`config.mk`:
```
export PLATFORM = sky130hd
export DESIGN_NAME = wb_port_arbiter_flat
export DESIGN_NICKNAME = d
export VERILOG_FILES = /design/src/rtl/wb_port_arbiter_if.sv /design/src/rtl/wb_port_arbiter.sv /design/src/flat_wrapper.sv
export SDC_FILE = /design/constraint.sdc
export NUM_CORES = 1
export LEC_CHECK = 0
export ABC_AREA = 1
export ABC_CLOCK_PERIOD_IN_PS = 2400
export CORE_MARGIN = 10
export CORE_UTILIZATION = 35
export CTS_BUF_LIST = sky130_fd_sc_hd__clkbuf_8
export DETAILED_ROUTE_END_ITERATION = 16
export PLACE_DENSITY = 0.74
export SETUP_SLACK_MARGIN = 0.05
export SLEW_MARGIN = 20
export SYNTH_ARGS = -nofsm -noshare
export SYNTH_HDL_FRONTEND = slang
export SYNTH_SLANG_ARGS = --single-unit
```
`constraint.sdc`:
```
create_clock -name clk -period 2.4 [get_ports clk]
set_input_delay 0.48 -clock clk [delete_from_list [all_inputs] [get_ports clk]]
set_output_delay 0.48 -clock clk [all_outputs]
set_load 0.01 [all_outputs]
```
`src/rtl/wb_port_arbiter_if.sv`:
```
// Writeback-port bundle: MEM/WB pipeline writeback, long-unit result handshake,
// register-file write port and the freeze request back to the pipeline.
`ifndef DATAWIDTH
`define DATAWIDTH 32
`endif

interface wb_port_arbiter_if;
  logic                  pipe_RegWrite;
  logic                  pipe_MemtoReg;
  logic [4:0]            pipe_rd;
  logic [`DATAWIDTH-1:0] pipe_MemData;
  logic [`DATAWIDTH-1:0] pipe_ALU_result;
  logic                  lu_valid;
  logic [4:0]            lu_rd;
  logic [`DATAWIDTH-1:0] lu_data;
  logic                  lu_ready;
  logic                  rf_we;
  logic [4:0]            rf_waddr;
  logic [`DATAWIDTH-1:0] rf_wdata;
  logic                  stall_o;

  // Environment side: pipeline, long unit and register file.
  modport master (
    output pipe_RegWrite, pipe_MemtoReg, pipe_rd, pipe_MemData, pipe_ALU_result,
    output lu_valid, lu_rd, lu_data,
    input  lu_ready, rf_we, rf_waddr, rf_wdata, stall_o
  );

  // Arbiter side.
  modport slave (
    input  pipe_RegWrite, pipe_MemtoReg, pipe_rd, pipe_MemData, pipe_ALU_result,
    input  lu_valid, lu_rd, lu_data,
    output lu_ready, rf_we, rf_waddr, rf_wdata, stall_o
  );
endinterface

```
`src/rtl/wb_port_arbiter.sv`:
```
// Shares the register-file write port between MEM/WB and the long M-extension unit,
// holding one long-unit result and forcing it through after MAX_WAIT lost cycles.
`ifndef DATAWIDTH
`define DATAWIDTH 32
`endif

module wb_port_arbiter #(
  parameter int MAX_WAIT = 4
) (
  input  logic               clk,
  input  logic               rst,
  wb_port_arbiter_if.slave   bus
);

  localparam logic [1:0] ST_IDLE  = 2'd0;
  localparam logic [1:0] ST_WAIT  = 2'd1;
  localparam logic [1:0] ST_FORCE = 2'd2;
  localparam logic [3:0] MAX_W4   = 4'(MAX_WAIT);

  logic [1:0]            state_r, state_nxt_s;
  logic [3:0]            cnt_r, cnt_nxt_s;
  logic [4:0]            buf_rd_r;
  logic [`DATAWIDTH-1:0] buf_data_r;
  logic                  buf_valid_s;
  logic                  pipe_wr_s;
  logic [`DATAWIDTH-1:0] pipe_val_s;
  logic                  accept_s;
  logic                  we_s;
  logic [4:0]            waddr_s;
  logic [`DATAWIDTH-1:0] wdata_s;
  logic                  stall_s;

  assign buf_valid_s = (state_r != ST_IDLE);
  assign pipe_wr_s   = bus.pipe_RegWrite && (bus.pipe_rd != 5'd0);
  assign pipe_val_s  = bus.pipe_MemtoReg ? bus.pipe_MemData : bus.pipe_ALU_result;
  // lu_rd == 0 completes the handshake but leaves the buffer empty.
  assign accept_s    = bus.lu_valid && !buf_valid_s && (bus.lu_rd != 5'd0);

  // Write-port selection and next-state decision.
  always_comb begin
    we_s        = pipe_wr_s;
    waddr_s     = bus.pipe_rd;
    wdata_s     = pipe_val_s;
    stall_s     = 1'b0;
    state_nxt_s = state_r;
    cnt_nxt_s   = cnt_r;
    case (state_r)
      ST_IDLE: begin
        if (accept_s) begin
          state_nxt_s = ST_WAIT;
          cnt_nxt_s   = 4'd0;
        end else begin
          state_nxt_s = ST_IDLE;
        end
      end
      ST_WAIT, ST_FORCE: begin
        if (!pipe_wr_s) begin
          we_s        = 1'b1;
          waddr_s     = buf_rd_r;
          wdata_s     = buf_data_r;
          state_nxt_s = ST_IDLE;
          cnt_nxt_s   = 4'd0;
        end else if (bus.pipe_rd == buf_rd_r) begin
          // Younger pipeline write to the same register makes the buffered value dead.
          state_nxt_s = ST_IDLE;
          cnt_nxt_s   = 4'd0;
        end else if (state_r == ST_FORCE) begin
          we_s        = 1'b1;
          waddr_s     = buf_rd_r;
          wdata_s     = buf_data_r;
          stall_s     = 1'b1;
          state_nxt_s = ST_IDLE;
          cnt_nxt_s   = 4'd0;
        end else begin
          cnt_nxt_s   = cnt_r + 4'd1;
          state_nxt_s = ((cnt_r + 4'd1) == MAX_W4) ? ST_FORCE : ST_WAIT;
        end
      end
      default: begin
        we_s        = 1'b0;
        state_nxt_s = ST_IDLE;
        cnt_nxt_s   = 4'd0;
      end
    endcase
  end

  // State, starvation counter and one-entry result buffer.
  always_ff @(posedge clk) begin
    if (rst) begin
      state_r    <= ST_IDLE;
      cnt_r      <= 4'd0;
      buf_rd_r   <= 5'd0;
      buf_data_r <= '0;
    end else begin
      state_r <= state_nxt_s;
      cnt_r   <= cnt_nxt_s;
      if (accept_s) begin
        buf_rd_r   <= bus.lu_rd;
        buf_data_r <= bus.lu_data;
      end else if (state_nxt_s == ST_IDLE) begin
        buf_rd_r   <= 5'd0;
        buf_data_r <= '0;
      end else begin
        buf_rd_r   <= buf_rd_r;
        buf_data_r <= buf_data_r;
      end
    end
  end

  assign bus.lu_ready = !buf_valid_s;
  assign bus.rf_we    = we_s;
  assign bus.rf_waddr = we_s ? waddr_s : 5'd0;
  assign bus.rf_wdata = we_s ? wdata_s : '0;
  assign bus.stall_o  = stall_s;

endmodule

```
`src/flat_wrapper.sv`:
```
// flat-port wrapper written by rule: the top's interface ports become plain ports
module wb_port_arbiter_flat 
#(
  parameter int MAX_WAIT = 4
)
  (clk, rst, bus_pipe_RegWrite, bus_pipe_MemtoReg, bus_pipe_rd, bus_pipe_MemData, bus_pipe_ALU_result, bus_lu_valid, bus_lu_rd, bus_lu_data, bus_lu_ready, bus_rf_we, bus_rf_waddr, bus_rf_wdata, bus_stall_o);
  wb_port_arbiter_if bus_i ();
  input  logic clk;
  input  logic rst;
  input wire logic [$bits(bus_i.pipe_RegWrite)-1:0] bus_pipe_RegWrite;
  input wire logic [$bits(bus_i.pipe_MemtoReg)-1:0] bus_pipe_MemtoReg;
  input wire logic [$bits(bus_i.pipe_rd)-1:0] bus_pipe_rd;
  input wire logic [$bits(bus_i.pipe_MemData)-1:0] bus_pipe_MemData;
  input wire logic [$bits(bus_i.pipe_ALU_result)-1:0] bus_pipe_ALU_result;
  input wire logic [$bits(bus_i.lu_valid)-1:0] bus_lu_valid;
  input wire logic [$bits(bus_i.lu_rd)-1:0] bus_lu_rd;
  input wire logic [$bits(bus_i.lu_data)-1:0] bus_lu_data;
  output wire logic [$bits(bus_i.lu_ready)-1:0] bus_lu_ready;
  output wire logic [$bits(bus_i.rf_we)-1:0] bus_rf_we;
  output wire logic [$bits(bus_i.rf_waddr)-1:0] bus_rf_waddr;
  output wire logic [$bits(bus_i.rf_wdata)-1:0] bus_rf_wdata;
  output wire logic [$bits(bus_i.stall_o)-1:0] bus_stall_o;
  assign bus_i.pipe_RegWrite = bus_pipe_RegWrite;
  assign bus_i.pipe_MemtoReg = bus_pipe_MemtoReg;
  assign bus_i.pipe_rd = bus_pipe_rd;
  assign bus_i.pipe_MemData = bus_pipe_MemData;
  assign bus_i.pipe_ALU_result = bus_pipe_ALU_result;
  assign bus_i.lu_valid = bus_lu_valid;
  assign bus_i.lu_rd = bus_lu_rd;
  assign bus_i.lu_data = bus_lu_data;
  assign bus_lu_ready = bus_i.lu_ready;
  assign bus_rf_we = bus_i.rf_we;
  assign bus_rf_waddr = bus_i.rf_waddr;
  assign bus_rf_wdata = bus_i.rf_wdata;
  assign bus_stall_o = bus_i.stall_o;
  wb_port_arbiter #(.MAX_WAIT(MAX_WAIT)) u_core (.clk(clk), .rst(rst), .bus(bus_i));
endmodule
```
==> results.sh, run 1 <==
export IMPL_post_route_drc_count=0
export IMPL_grt_antenna_before_repair=0
export IMPL_grt_first_pass_wirelength_mm=19.2
export IMPL_drt_pre_antenna_iters=4
export IMPL_layout_common_cells="sky130_fd_sc_hd__nor2_1 (211), sky130_fd_sc_hd__clkdlybuf4s50_1 (103), sky130_fd_sc_hd__inv_1 (80)"
export IMPL_synth_ff_latch_count=43
export IMPL_yosysWarningCount=0
export IMPL_dp_hpwl_mm=8.36
export IMPL_pins_over_slew_limit=0
export IMPL_worst_ep_required_time_ns=1.92
export IMPL_row_count=34
export IMPL_cellInternalPower_mw=1.45
export IMPL_power_density_cell_area_nw_per_um2=390
export IMPL_syn_to_final_growth_pct=75.7
export IMPL_path_class="flip-flop to output pin"
export IMPL_critical_path_peak_fanout=5
export IMPL_syn_avg_cell_area_um2=5.78
export IMPL_cp_data_arrival_time_ns=1.97
export IMPL_tritoncts="built"
export IMPL_number_of_enable_flip_flop_cells_after_synthesis=0
export IMPL_power_share_switching=0.318
export IMPL_post_synth_inst_count=537
export IMPL_seq_pwr_share=0.358
export IMPL_synth_largest_area_cell="sky130_fd_sc_hd__dfxtp_1"
export IMPL_fin_area_um2=5460
export IMPL_failing_checks="negative setup slack"
export IMPL_tritoncts_num_buffers=5
export IMPL_mappedNetlistArea_um2=3110
export IMPL_finalWeightedCongestion=0.836
export IMPL_grt_remaining_overflow=0
export IMPL_clk_pin_slew_worst_paths_ns=0.09
export IMPL_die_w_um=114
export IMPL_pwr_share_comb=0.411
export IMPL_finish_utilization=0.629
export IMPL_final_critical_path_setup_slack_ns=-0.0514
export IMPL_die_h_um=114
export IMPL_worst_setup_path_start_kind="flip-flop"
export IMPL_synth_top_cells_by_area="sky130_fd_sc_hd__dfxtp_1 (28%), sky130_fd_sc_hd__nor2_1 (27%), sky130_fd_sc_hd__inv_1 (11%)"
export IMPL_rsz0062_at_grt="yes"
export IMPL_clock_path_buffers=2
export IMPL_postRouteWirelength_mm=11.9
export IMPL_placedInstanceArea_um2=4850
export IMPL_hp_class="flip-flop to flip-flop"
export IMPL_detailroute_via_count=3770
export IMPL_clkLatencyLatePin_ns=0.30
export IMPL_critical_path_reg2reg_endpoint="u_core.buf_data_r[31]"
export IMPL_synthesis_nets=652
export IMPL_worst_pin_slew_ns=0.812
export IMPL_power_net_switching_mw=0.677
export IMPL_critical_path_endpoint="bus_rf_wdata[15]"
export IMPL_drv_cap=0
export IMPL_critPathLaunch="u_core.buf_rd_r[2]"
export IMPL_r2r_worst_path_cells=14
export IMPL_hold_ws_ns=0.497
export IMPL_critical_path_reg2reg_startpoint="u_core.buf_rd_r[3]"
export IMPL_antenna_violating_nets_post_route=0
export IMPL_fin_skew_ns=0.0109
export IMPL_maxClockFrequency_mhz=408
export IMPL_mostFrequentLayoutCell="sky130_fd_sc_hd__nor2_1"
export IMPL_totalNegativeSetupSlack_ns=-0.699
export IMPL_layout_drive_gt1_share=0.245
export IMPL_yosys_most_used_dff="sky130_fd_sc_hd__dfxtp_1"
export IMPL_power_share_clock=0.231
export IMPL_final_net_count=832
export IMPL_antenna_diode_count=0
export IMPL_netlist_area_leader_share=0.277
export IMPL_pre_cts_ws_ns=-0.752
export IMPL_routedWlPerCell_um=14.4
export IMPL_start_util=0.358
export IMPL_synth_async_reset_ratio=0
export IMPL_hp_start="u_core.cnt_r[1]"
export IMPL_finalSetupViolations=30
export IMPL_detailedRoute_firstIterationViolations=125
export IMPL_design_portCount=151
export IMPL_endpoint_kind="output pin"
export IMPL_cts_root_buf="sky130_fd_sc_hd__clkbuf_8"
export IMPL_synth_cell_type_count=27
export IMPL_grt_start_max_net_pins=44
export IMPL_max_slew_margin=0.459
export IMPL_numClockSinks=43
export IMPL_htree_levels=2
export IMPL_vdd_ir_drop_max_v=0.000254
export IMPL_run_status="finished with violations"
export IMPL_min_period_ns=2.45
export IMPL_viasPerCell=4.56
export IMPL_gr_usage_all_layers=0.177
export IMPL_regToRegSetupSlack_ns=0.63
export IMPL_numPortBuffers=150
export IMPL_timing_hold_violations_final=0
export IMPL_fp_dieArea_um2=13000
export IMPL_power_leakage_nw=2.72
export IMPL_final_period_utilization=1.02
export IMPL_synth_seq_area_share=0.277
export IMPL_core_um2=8680
export IMPL_cts_hold_buffers_added=0
export IMPL_grt_pass1_vias=3925
## layout make-up
cell class / instances / area, µm²
multi-input combinational: 378 / 2020
fill: 814 / 3220
sequential: 43 / 870
clock buffer: 6 / 82.6
tap: 108 / 135
clock inverter: 2 / 16.3
inverter: 88 / 333
timing repair buffer: 201 / 2000
## synth_stat cells, types with 2 or more instances
cell type	number
sky130_fd_sc_hd__buf_4	3
sky130_fd_sc_hd__clkbuf_1	7
sky130_fd_sc_hd__buf_2	15
sky130_fd_sc_hd__a21oi_1	5
sky130_fd_sc_hd__nand2_1	85
sky130_fd_sc_hd__buf_1	2
sky130_fd_sc_hd__xor2_1	2
sky130_fd_sc_hd__dfxtp_1	43
sky130_fd_sc_hd__nand4_1	3
sky130_fd_sc_hd__mux2i_1	32
sky130_fd_sc_hd__nand3_1	6
sky130_fd_sc_hd__o21ai_0	5
sky130_fd_sc_hd__ha_1	4
sky130_fd_sc_hd__nor2_4	2
sky130_fd_sc_hd__nor2_1	222
sky130_fd_sc_hd__nor3_1	2
sky130_fd_sc_hd__inv_1	87
sky130_fd_sc_hd__xnor2_1	3
## timing repair
action / 4_1_cts / 5_1_grt
buffers inserted: 19 / 2
gates cloned: 7 / 1
setup endpoints to repair: 39 / 37
resized for setup: 223 / 47
pin swaps: 24 / 33
hold endpoints to repair: 0 / 0
## registers in the layout (all words and copies together) (netlist names)
| signal | flops |
|---|---|
| u_core.buf_data_r | 32 |
| u_core.buf_rd_r | 5 |
| u_core.cnt_r | 4 |
| u_core.state_r | 2 |
## worst max-delay path, cell delays in order (launching register included)
cell	delay [ns]
sky130_fd_sc_hd__dfxtp_2	0.35
sky130_fd_sc_hd__xnor2_2	0.15
sky130_fd_sc_hd__nand3_2	0.11
sky130_fd_sc_hd__nor2_4	0.13
sky130_fd_sc_hd__nor2_4	0.06
sky130_fd_sc_hd__o21ai_4	0.17
sky130_fd_sc_hd__buf_6	0.14
sky130_fd_sc_hd__buf_6	0.11
sky130_fd_sc_hd__clkbuf_16	0.14
sky130_fd_sc_hd__nand2_1	0.05
sky130_fd_sc_hd__nand2_1	0.05
sky130_fd_sc_hd__nor2_1	0.05
sky130_fd_sc_hd__buf_2	0.14
## through the flow
step           cells  power [mW]
5_1_grt          826        2.26
6_report         826        2.13
2_1_floorplan    537        1.11
4_1_cts          823        2.10
3_3_place_gp     789        1.53
3_5_place_dp     789        1.54
## cell families after synthesis
family,after synthesis,synth area share
muxes,32,0.103
AOI/OAI and AO/OA,14,0.0278
xor gates and xnor gates,5,0.0141
and+or+nand+nor,323,0.409
buffers and inverters,116,0.152
DFF,43,0.277
adders and majority gates,4,0.0161
## power by group through the flow
stage / logic, mW / registers (mW) / clock network (mW)
final: 0.874 / 0.762 / 0.491
after global routing: 0.956 / 0.765 / 0.538
after CTS: 0.833 / 0.760 / 0.505
after floorplan: 0.344 / 0.771 / 0
after global placement: 0.756 / 0.773 / 0
after detailed placement: 0.768 / 0.775 / 0
## metal layers
metal	vias up	track usage	share of wire	wire length (µm)
met5	-	0	0	0
met4	0	0.0276	0.011	127
met3	12	0.0425	0.058	691
met2	114	0.315	0.49	5790
met1	1705	0.213	0.44	5300
li1	1939	-	-	-
## how the worst min path moves through the flow
stage | to | depth (start not counted)
floorplan | u_core.cnt_r[3] | 2
global placement | u_core.cnt_r[3] | 2
detailed placement | u_core.cnt_r[1] | 2
CTS | u_core.cnt_r[1] | 2
global route | u_core.cnt_r[1] | 2
finish | u_core.cnt_r[1] | 2
No activity file was read; power rests on OpenSTA's default activity.
==> run 2, diff against run 1 <==
--- a/config.mk
+++ b/config.mk
@@ -8,10 +8,10 @@
 export ABC_AREA = 1
 export ABC_CLOCK_PERIOD_IN_PS = 2400
 export CORE_MARGIN = 10
-export CORE_UTILIZATION = 35
+export CORE_UTILIZATION = 40
 export CTS_BUF_LIST = sky130_fd_sc_hd__clkbuf_8
 export DETAILED_ROUTE_END_ITERATION = 16
-export PLACE_DENSITY = 0.74
+export PLACE_DENSITY = 0.82
 export SETUP_SLACK_MARGIN = 0.05
 export SLEW_MARGIN = 20
 export SYNTH_ARGS = -nofsm -noshare
==> run 2 against run 1 <==
Net effect: the flow still finishes with violations (negative setup slack); non-clock buffer count up 4; combinational power down 2.9%; cell count down 0.24%; clock skew down 0.0024 ns; wire length up 6.6%; critical endpoint is now bus_rf_wdata[21]; largest power group unchanged.
==> results.sh, run 2 (synthesis gave the netlist of run 1 again) <==
export IMPL_routedWlPerCell_um=15.4
export IMPL_tritoncts_num_buffers=5
export IMPL_drt_pre_antenna_iters=4
export IMPL_fp_dieArea_um2=11700
export IMPL_die_w_um=108
export IMPL_cp_data_arrival_time_ns=2.07
export IMPL_grt_util_met2=0.349
export IMPL_critical_path_cell_list="xnor2_2 > nand3_2 > nor2_4 > nor2_4 > o21ai_4 > buf_8 > buf_12 > buf_16 > nand2_2 > nand2_1 > nor2_1 > buf_2"
export IMPL_cpPeakStageDelay_ns=0.37
export IMPL_grt_pass1_vias=3926
export IMPL_grt_first_pass_wirelength_mm=18.8
export IMPL_clkLatencyLatePin_ns=0.30
export IMPL_power_density_cell_area_nw_per_um2=410
export IMPL_layout_drive_gt1_share=0.244
export IMPL_htree_levels=2
export IMPL_power_share_clock=0.269
export IMPL_grt_antenna_before_repair=0
export IMPL_final_critical_path_setup_slack_ns=-0.150
export IMPL_critPathTopFamily="buffers and inverters"
export IMPL_grt_remaining_overflow=0
export IMPL_critPathBufInv=4
export IMPL_clk_pin_slew_worst_paths_ns=0.08
export IMPL_start_util=0.406
export IMPL_gr_usage_all_layers=0.195
export IMPL_min_period_ns=2.55
export IMPL_post_route_drc_count=0
export IMPL_critical_path_peak_fanout=8
export IMPL_row_count=32
export IMPL_reg_largest_list="u_core.buf_data_r (32), u_core.buf_rd_r (5), u_core.cnt_r (4)"
export IMPL_endpoint_kind="output pin"
export IMPL_top_register="u_core.buf_data_r"
export IMPL_hold_depth=2
export IMPL_finalWeightedCongestion=0.892
export IMPL_power_net_switching_mw=0.682
export IMPL_finalNonFillerCells=824
export IMPL_vdd_ir_drop_max_v=0.000250
export IMPL_failing_checks="negative setup slack"
export IMPL_tritoncts="built"
export IMPL_numClockSinks=43
export IMPL_design_portCount=151
export IMPL_dp_hpwl_mm=8.18
export IMPL_groute_layer_met1_usage=0.226
export IMPL_met3_usage=0.0512
export IMPL_power_share_switching=0.309
export IMPL_grt_start_max_net_pins=44
export IMPL_clock_path_buffers=2
export IMPL_fin_skew_ns=0.00851
export IMPL_core_um2=7650
export IMPL_hp_class="flip-flop to flip-flop"
export IMPL_dp_cells=787
export IMPL_detailedRoute_firstIterationViolations=186
export IMPL_maxClockFrequency_mhz=392
export IMPL_power_leakage_nw=2.70
export IMPL_cellInternalPower_mw=1.53
export IMPL_cts_root_buf="sky130_fd_sc_hd__clkbuf_8"
export IMPL_detailroute_via_count=3887
export IMPL_seq_pwr_share=0.346
export IMPL_worst_path_most_repeated_cell="sky130_fd_sc_hd__nor2_4"
export IMPL_r2r_worst_path_cells=12
export IMPL_grt_busiest_layer="met2"
export IMPL_numPortBuffers=150
export IMPL_antenna_violating_nets_post_route=0
export IMPL_finish_utilization=0.704
export IMPL_die_h_um=108
export IMPL_finalSetupViolations=24
export IMPL_final_period_utilization=1.06
export IMPL_layout_common_cells="sky130_fd_sc_hd__nor2_1 (210), sky130_fd_sc_hd__clkdlybuf4s50_1 (103), sky130_fd_sc_hd__inv_1 (81)"
export IMPL_rsz0062_at_grt="yes"
export IMPL_worst_ep_required_time_ns=1.92
export IMPL_final_net_count=836
export IMPL_cts_hold_buffers_added=0
export IMPL_pins_over_slew_limit=0
export IMPL_worst_pin_slew_ns=0.815
export IMPL_postRouteWirelength_mm=12.7
export IMPL_syn_to_final_growth_pct=73.4
export IMPL_max_ffs_per_register=32
export IMPL_run_status="finished with violations"
export IMPL_antenna_diode_count=0
export IMPL_worst_setup_path_start_kind="flip-flop"
export IMPL_viasPerCell=4.72
export IMPL_pwr_share_comb=0.385
export IMPL_totalNegativeSetupSlack_ns=-1.59
export IMPL_timing_hold_violations_final=0
export IMPL_path_class="flip-flop to output pin"
export IMPL_crit_cells=12
export IMPL_drv_cap=0
export IMPL_max_slew_margin=0.457
export IMPL_mostFrequentLayoutCell="sky130_fd_sc_hd__nor2_1"
export IMPL_worst_path_max_delay_cell="sky130_fd_sc_hd__dfxtp_4"
run 2: final cells by class:
cell class              instances  area (µm²)
fillers                       631        2260
clock buffers                   6        82.6
flip-flops and latches         43         875
multi-input cells             378        1980
inverters                      88         330
repair buffers                205        1950
well taps                     102         128
clock inverters                 2        35.0
run 2: repair_timing:
| item | in CTS | in global routing |
|---|---|---|
| cloned | 6 | 2 |
| buffers inserted | 16 | 7 |
| endpoints found under the setup margin | 39 | 37 |
| gates resized for setup | 211 | 46 |
| pin swaps | 18 | 26 |
run 2: worst paths after layout:
path,start,to,slack (ns)
max,u_core.buf_rd_r[2],bus_rf_wdata[21],-0.15
min reg2reg,u_core.cnt_r[3],u_core.cnt_r[3],0.49
max reg2reg,u_core.state_r[0],u_core.buf_rd_r[1],0.70
min,u_core.cnt_r[3],u_core.cnt_r[3],0.49
run 2: power groups by stage:
| stage | registers [mW] | clock network [mW] | logic (mW) |
|---|---|---|---|
| 6_report | 0.764 | 0.595 | 0.849 |
| 5_1_grt | 0.767 | 0.634 | 0.928 |
| 4_1_cts | 0.761 | 0.600 | 0.793 |
| 3_5_place_dp | 0.776 | 0 | 0.765 |
| 3_3_place_gp | 0.775 | 0 | 0.757 |
| 2_1_floorplan | 0.771 | 0 | 0.344 |
run 2: metal layers:
metal | wire length (µm) | vias to the layer above
li1 | - | 1943
met1 | 5000 | 1738
met2 | 6260 | 171
met3 | 1030 | 35
met4 | 413 | 0
met5 | 0 | -
run 2: worst reg2reg max path: stages (launching register included):
cell and delay, ns:
sky130_fd_sc_hd__dfxtp_2 0.35, sky130_fd_sc_hd__inv_2 0.05, sky130_fd_sc_hd__ha_4 0.16, sky130_fd_sc_hd__buf_4 0.14, sky130_fd_sc_hd__nand2_1 0.10, sky130_fd_sc_hd__inv_1 0.08, sky130_fd_sc_hd__o31ai_4 0.10, sky130_fd_sc_hd__buf_4 0.28
sky130_fd_sc_hd__inv_1 0.06, sky130_fd_sc_hd__nand2_1 0.05, sky130_fd_sc_hd__inv_1 0.03, sky130_fd_sc_hd__nor2_1 0.09, sky130_fd_sc_hd__nor2_1 0.04
run 2: stage by stage:
step,worst slack [ns],power [mW],hold slack [ns],area (µm²)
global route,-0.233,2.33,0.526,5380
global placement,-0.657,1.53,0.469,4860
CTS,-0.0796,2.15,0.498,5210
finish,-0.150,2.21,0.495,5380
detailed placement,-0.679,1.54,0.486,4860
floorplan,0.170,1.11,0.456,3110
